**config.mk**
```make
export PLATFORM = sky130hd
export DESIGN_NAME = frame_clear_arbiter
export DESIGN_NICKNAME = d
export VERILOG_FILES = /design/src/rtl/frame_clear_arbiter.sv
export SDC_FILE = /design/constraint.sdc
export NUM_CORES = 1
export LEC_CHECK = 0
export CAP_MARGIN = 20
export CORE_ASPECT_RATIO = 1.25
export CORE_MARGIN = 5
export CORE_UTILIZATION = 45
export CTS_CLUSTER_DIAMETER = 30
export DETAILED_ROUTE_END_ITERATION = 7
export PLACE_DENSITY_LB_ADDON = 0.12
export SLEW_MARGIN = 10
export SYNTH_ARGS = -nofsm -noshare
export SYNTH_HDL_FRONTEND = slang
export SYNTH_SLANG_ARGS = --single-unit
```
**constraint.sdc**
```tcl
create_clock -name clk -period 6.6 [get_ports clk]
set_input_delay 0.99 -clock clk [delete_from_list [all_inputs] [get_ports clk]]
set_output_delay 0.99 -clock clk [all_outputs]
set_load 0.05 [all_outputs]
```
**src/rtl/frame_clear_arbiter.sv**
```systemverilog
// frame_clear_arbiter
// Arbitrates the frame buffer and z-buffer write ports between the rasterizer
// and a full-buffer clear engine. A clear request waits for vertical blanking.
// It then writes every address once, in ascending order, with the fill values.
// While a clear runs, the rasterizer is stalled. Requests that arrive while a
// clear is waiting or running collapse into a single follow-up clear.
module frame_clear_arbiter #(
    parameter int         FB_DEPTH    = 76800,
    parameter int         ADDR_W      = 17,
    parameter logic [3:0] CLEAR_COLOR = 4'h0,
    parameter logic [7:0] Z_CLEAR     = 8'hFF
) (
    input  logic              clk,
    input  logic              reset,
    input  logic              clear_req,
    input  logic              vblank,
    input  logic              rast_fb_we,
    input  logic              rast_zb_we,
    input  logic [ADDR_W-1:0] rast_addr,
    input  logic [3:0]        rast_fb_data,
    input  logic [7:0]        rast_zb_data,
    output logic              rast_stall,
    output logic              fb_we,
    output logic              zb_we,
    output logic [ADDR_W-1:0] fb_wraddress,
    output logic [ADDR_W-1:0] zb_wraddress,
    output logic [3:0]        fb_data,
    output logic [7:0]        zb_data,
    output logic              clear_busy,
    output logic              clear_done
);

    typedef enum logic [1:0] {
        ST_IDLE        = 2'd0,
        ST_WAIT_VBLANK = 2'd1,
        ST_CLEAR       = 2'd2
    } state_t;

    localparam logic [ADDR_W-1:0] LAST_ADDR = ADDR_W'(FB_DEPTH - 1);

    state_t              state_q, state_d;
    logic [ADDR_W-1:0]   cnt_q, cnt_d;
    logic                pending_q, pending_d;

    logic                fb_we_q, fb_we_d;
    logic                zb_we_q, zb_we_d;
    logic [ADDR_W-1:0]   fb_addr_q, fb_addr_d;
    logic [ADDR_W-1:0]   zb_addr_q, zb_addr_d;
    logic [3:0]          fb_data_q, fb_data_d;
    logic [7:0]          zb_data_q, zb_data_d;
    logic                busy_q, busy_d;
    logic                done_q, done_d;

    // Next-state, clear counter, pending-request and write-port mux selection
    always_comb begin
        state_d   = state_q;
        cnt_d     = cnt_q;
        pending_d = pending_q;

        // Default: the rasterizer owns the memory ports
        fb_we_d   = rast_fb_we;
        zb_we_d   = rast_zb_we;
        fb_addr_d = rast_addr;
        zb_addr_d = rast_addr;
        fb_data_d = rast_fb_data;
        zb_data_d = rast_zb_data;
        done_d    = 1'b0;
        // Busy is registered to line up with the registered write stream, so
        // it stays high through the final clear write and drops one cycle later
        busy_d    = (state_q != ST_IDLE);

        case (state_q)
            ST_IDLE: begin
                // Any raster write on this same cycle is still passed through
                if (clear_req) begin
                    state_d = ST_WAIT_VBLANK;
                end
            end

            ST_WAIT_VBLANK: begin
                if (clear_req) begin
                    pending_d = 1'b1;
                end
                if (vblank) begin
                    state_d = ST_CLEAR;
                    cnt_d   = '0;
                end
            end

            ST_CLEAR: begin
                fb_we_d   = 1'b1;
                zb_we_d   = 1'b1;
                fb_addr_d = cnt_q;
                zb_addr_d = cnt_q;
                fb_data_d = CLEAR_COLOR;
                zb_data_d = Z_CLEAR;
                if (cnt_q == LAST_ADDR) begin
                    done_d = 1'b1;
                    cnt_d  = '0;
                    // A request seen on this last cycle also counts as pending
                    if (pending_q || clear_req) begin
                        pending_d = 1'b0;
                        state_d   = ST_WAIT_VBLANK;
                    end else begin
                        state_d   = ST_IDLE;
                    end
                end else begin
                    // vblank is deliberately ignored here: a clear never pauses
                    cnt_d = cnt_q + 1'b1;
                    if (clear_req) begin
                        pending_d = 1'b1;
                    end
                end
            end

            default: begin
                state_d = ST_IDLE;
            end
        endcase
    end

    // State and registered memory-side outputs; reset aborts any clear in flight
    always_ff @(posedge clk or negedge reset) begin
        if (!reset) begin
            state_q   <= ST_IDLE;
            cnt_q     <= '0;
            pending_q <= 1'b0;
            fb_we_q   <= 1'b0;
            zb_we_q   <= 1'b0;
            fb_addr_q <= '0;
            zb_addr_q <= '0;
            fb_data_q <= '0;
            zb_data_q <= '0;
            busy_q    <= 1'b0;
            done_q    <= 1'b0;
        end else begin
            state_q   <= state_d;
            cnt_q     <= cnt_d;
            pending_q <= pending_d;
            fb_we_q   <= fb_we_d;
            zb_we_q   <= zb_we_d;
            fb_addr_q <= fb_addr_d;
            zb_addr_q <= zb_addr_d;
            fb_data_q <= fb_data_d;
            zb_data_q <= zb_data_d;
            busy_q    <= busy_d;
            done_q    <= done_d;
        end
    end

    // The stall comes straight from the state so the rasterizer holds its write
    // on the same cycle the clear owns the ports
    assign rast_stall   = (state_q == ST_CLEAR);

    assign fb_we        = fb_we_q;
    assign zb_we        = zb_we_q;
    assign fb_wraddress = fb_addr_q;
    assign zb_wraddress = zb_addr_q;
    assign fb_data      = fb_data_q;
    assign zb_data      = zb_data_q;
    assign clear_busy   = busy_q;
    assign clear_done   = done_q;

endmodule

```
# Word-level counts from Yosys, hierarchy flattened
# Cells that the tools add are included.
totals:
  rom_bits: 0
  in_bits: 35
  out_inout_bits: 51
  reg_bits: 53
  latchBits: 0
  n_memories: 0
  ram_bits: 0
  word_cells: 44
op_classes:
  shift: 0
  n_addsub: 1
  mul: 0
  n_reduce_logical: 7
  div: 0
  n_eq_ne: 7
  n_lt_le_gt_ge: 0
  n_mux: 19
  bitwise: 0
op_table:
  columns: ["op", "count"]
  rows:
  - ["17-bit two-way mux", 3]
  - ["17-bit case mux with 2 select lines", 1]
  - ["17-bit by 1-bit adder with 17-bit output (second input constant)", 1]
  - ["17-bit == test (second input constant)", 1]
  - ["1-bit two-way mux", 8]
  - ["8-bit two-way mux", 1]
  - ["2-bit two-way mux", 3]
  - ["2-bit case mux with 3 select lines", 1]
  - ["4-bit two-way mux", 1]
  - ["2-bit inequality test (second input constant)", 2]
  - ["2-bit AND reduction", 2]
  - ["2-bit nonzero test", 2]
  - ["3-bit by 2-bit inequality test with 1-bit output (second input constant)", 1]
  - ["3-bit AND reduction", 1]
  - ["2-bit by 1-bit == test with 1-bit output (second input constant)", 1]
  - ["2-bit == test (second input constant)", 1]
  - ["2-bit logical NOT", 1]
  - ["2-bit by 1-bit inequality test with 1-bit output (second input constant)", 1]
  - ["1-bit case mux with 2 select lines", 1]
  - ["1-bit logical OR", 1]

# Depth between registers and ports, before layout
logic_depth:
  word_depth: 4
  depth_mapped: 7
  ltp_nobuf: 6

# Worst setup path after synthesis
# OpenSTA, ideal clock, no wires.
synth_path:
  path_kind: "register to register"
  startpoint: "register state_q[0]"
  endpoint: "register cnt_q[16]"
  n_path_buf: 1
  t_arrival_ns: 2.485
  path_slack_ns: 4.033
  path_stages_with_launch: 8
  setup_ns: 0.082
  synth_period_minus_slack_ns: 2.567
  required_time_ns: 6.518
  path_cell_list: "dfrtp_1 -> inv_1 -> ha_1 -> mux2i_1 -> or4_1 -> buf_2 -> or4_4 -> a22oi_2"
synth_via:
  elab_chain_cells: 3
  elab_cells_between_ends: 6
  cone_classes: "eq/ne: 3; mux: 1; reduce/logical: 2"
synth_rtl:
  columns: ["item", "line_no", "text"]
  rows:
  - ["from (decl)", "41", "state_t state_q, state_d;"]
  - ["from (signal assigned)", "137", "state_q <= state_d;"]
  - ["2-bit == test (*)", null, null]
  - ["via rast_stall", "22", "output logic rast_stall,"]
  - ["2-bit nonzero test (no line)", null, null]
  - ["2-bit AND reduction (no line)", null, null]
  - ["to (signal assigned)", "138", "cnt_q <= cnt_d;"]
  - ["to (decl)", "42", "logic [ADDR_W-1:0] cnt_q, cnt_d;"]
# Mark *: on every way through the listed nets, which the timed path passes. The rest lies on a longest branch.
# A chain may end at the register's enable or synchronous reset.

# Worst setup path in the final report
layout_path:
  startpoint: "register state_q[0]"
  endpoint: "output port rast_stall"
layout_via:
  elab_chain_cells: 1
layout_rtl:
  columns: ["item", "line_no", "text"]
  rows:
  - ["2-bit == test", "153", "assign rast_stall = (state_q == ST_CLEAR);"]
  - ["to (decl)", "22", null]
# Every way passes these cells.

==> qor.yml <==
grt_pass1_vias: 1748
vias: 1789
cp-start-kind: "register"
cts_hold_buf: 0
dpl.hpwl_microns: 3770
avgViaCountPerCell: 5.216
die_y_microns: 92.07
port_buffers: 85
fin_worst_skew_ps: 3.699
power_frac_seq_pct: 32.5
grt_pass1_wl_microns: 8369
cts_tree: "done"
final_area_sq_um: 3321
synth_nets: 250
clk_path_buf_depth: 2
p_sw_share_pct: 44.25
setup_tns_ps: 0
grt_use_total_pct: 15.53
syn_area_sq_um: 2425
synth_cell_types: 38
outcome: "finished clean"
worst-path-max-fanout: 6
nFillCells: 451
setup_viol: 0
cts_setup_buffers: 0
final_nets: 319
hp-start: "pending_q$_DFFE_PN0P_"
holdPathStages: 2
synth_area_leaders: "dfrtp_1 55%, mux2_2 8.4%, buf_4 5.3%"
rows: 30
rsz0062_at_grt: "no"
cts_sinks: 53
hold_end: "pending_q$_DFFE_PN0P_"
drive_above_1_share_pct: 15.41
use_met1_pct: 20.87
synth-seq-cells: 53
switchingPower_mw: 0.5713
hold_slack_ps: 546.6
core_area_sq_um: 5330
drv_cap: 0
ff2ff_setup_slack_ps: 3810
antenna_cells: 0
grt_antenna_before_repair: 0
end_kind: "output pin"
clock_latency_ps: 300
synth.most_common_cell: "dfrtp_1"
synth_area_leader_cell: "dfrtp_1"
die_w_microns: 75.66
initial_core_util_pct: 45.49
htree_levels: 2
syn_avg_cell_area_sq_um: 11.60
drt-pass1-iter-count: 4
critPathArrivalTime_ps: 1840
regToRegEndpoint: "cnt_q[16]$_DFFE_PN0P_"
cts_buffers: 5
met3_usage_pct: 3.509
wl_per_cell_microns: 15.56
synth-edff-count: 0
cts_root_buffer: "clkbuf_8"
post-place-cells: 335
grt_overflow: 0
critical_path_class: "register to output pin"
dieArea_sq_um: 6966
globalplace.congestion: 0.8025
ant_nets: 0
maxSlewViolCount: 0
fin_util_pct: 62.30
synth_top_area_share_pct: 54.70
p_leak_nw: 1.367
period_minus_slack_ps: 2829
max_slew_margin_pct: 48.33
tightest_slew_ps: 775.0
ios: 86
synth_warnings: 0
wirelength_microns: 5337
final_hold_viol_count: 0
ys_top_cells_by_count: "53 x dfrtp_1, 18 x mux2_2, 17 x buf_4"
synthCells: 209
dpl_worst_slack_ps: 3465
p_int_mw: 0.7198
synth-seq-area-share_pct: 54.70
cts_resized: 0
reg2reg_from: "state_q[0]$_DFFE_PN0P_"
period_share_pct: 42.86
powerDensity_nw_per_um2: 388.8
multi_input_area_sq_um: 908.4
synthArstFlopShare_pct: 100.0
fin_total_pwr_mw: 1.291
ff2ff_path_depth: 7
fin_cells: 343
path_cells: "inv_1, ha_1, clkdlybuf4s50_1"
hp-class: "register to register"
busiest_layer: "met2"
critPathSlowestCell: "clkdlybuf4s50_1"
max_freq_mhz: 353.5
grt_max_degree: 54
critPathMaxStageDelay_ps: 810
drc: 0
placed_area_sq_um: 3206
p_comb_share_pct: 50.0
seqCellArea_sq_um: 1326
ir_worst_vdd_mv: 0.1987
grtUsageMet2_pct: 25.36
clk_pin_slew_ps: 100
drt-initial-drc-count: 91
crit_required_ps: 5610
p_clk_share_pct: 17.4
synth_flop_cell: "dfrtp_1"
setup_ws_ps: 3771
area_growth_pct: 36.95
## worst max-delay path: cells and delay by family (launching register included)
| family | cells | cell delay, ps |
|---|---|---|
| buffers and inverters | 2 | 910 |
| adder cells (fa/ha/maj) | 1 | 170 |
| flip-flops | 1 | 450 |
## cells by family after synthesis
group / after synthesis / synth area share (%)
xor gates and xnor gates: 7 / 2.528
muxes: 19 / 8.772
buffers and inverters: 33 / 7.843
AOI/OAI and AO/OA: 36 / 9.495
DFF: 53 / 54.70
and+or+nand+nor: 55 / 13.57
adders and majority gates: 6 / 3.096
## layout by cell type, fill, tap and decap left out, types with 3 or more instances in the layout
cell type         n
clkdlybuf4s50_1  84
nand3_1           5
xor2_1            3
nor2b_1           4
nor3_1            3
dfrtp_1          53
or3_1             5
nand2_1          11
ha_1              6
mux2_2           18
nand4_1           4
clkbuf_8          5
or2_2            11
a22oi_1           5
xnor2_1           4
o211ai_1          5
inv_1             8
a21oi_1           9
o21ai_0          10
## worst max path at each step
stage | slack, ps | from | to | depth (start not counted)
2_1_floorplan | 4030 | state_q[0]$_DFFE_PN0P_ | cnt_q[16]$_DFFE_PN0P_ | 7
3_3_place_gp | 3530 | vblank | cnt_q[16]$_DFFE_PN0P_ | 5
3_5_place_dp | 3460 | vblank | cnt_q[16]$_DFFE_PN0P_ | 5
4_1_cts | 3740 | state_q[0]$_DFFE_PN0P_ | rast_stall | 3
5_1_grt | 3640 | state_q[0]$_DFFE_PN0P_ | cnt_q[16]$_DFFE_PN0P_ | 7
6_report | 3770 | state_q[0]$_DFFE_PN0P_ | rast_stall | 3
## sequential cells by signal, summed over array words and instances (netlist names)
name and cells:
zb_we 1, fb_we 1, fb_data 4, zb_data 8, clear_done 1, cnt_q 17, pending_q 1, state_q 2
clear_busy 1, zb_wraddress 17
## power by group through the flow
stage	Sequential (mW)	Clock, mW	Combinational [mW]
2_1_floorplan	0.594	0	0.304
3_3_place_gp	0.426	0	0.646
3_5_place_dp	0.427	0	0.650
4_1_cts	0.421	0.230	0.651
5_1_grt	0.429	0.245	0.683
6_report	0.420	0.225	0.646
## final cells by class
class	count	share of cell area [%]
tap	64	2.411
sequential	53	39.94
timing repair buffer	87	25.92
inverter	8	0.9043
multi-input combinational	123	27.35
clock buffer	5	2.072
clock inverter	3	1.394
## per-layer routing
metal | vias to the layer above | wire length (microns)
li1 | 854 | -
met1 | 875 | 2411
met2 | 56 | 2591
met3 | 4 | 294
met4 | 0 | 40
met5 | - | 0
No activity file was read; power rests on OpenSTA's default activity.
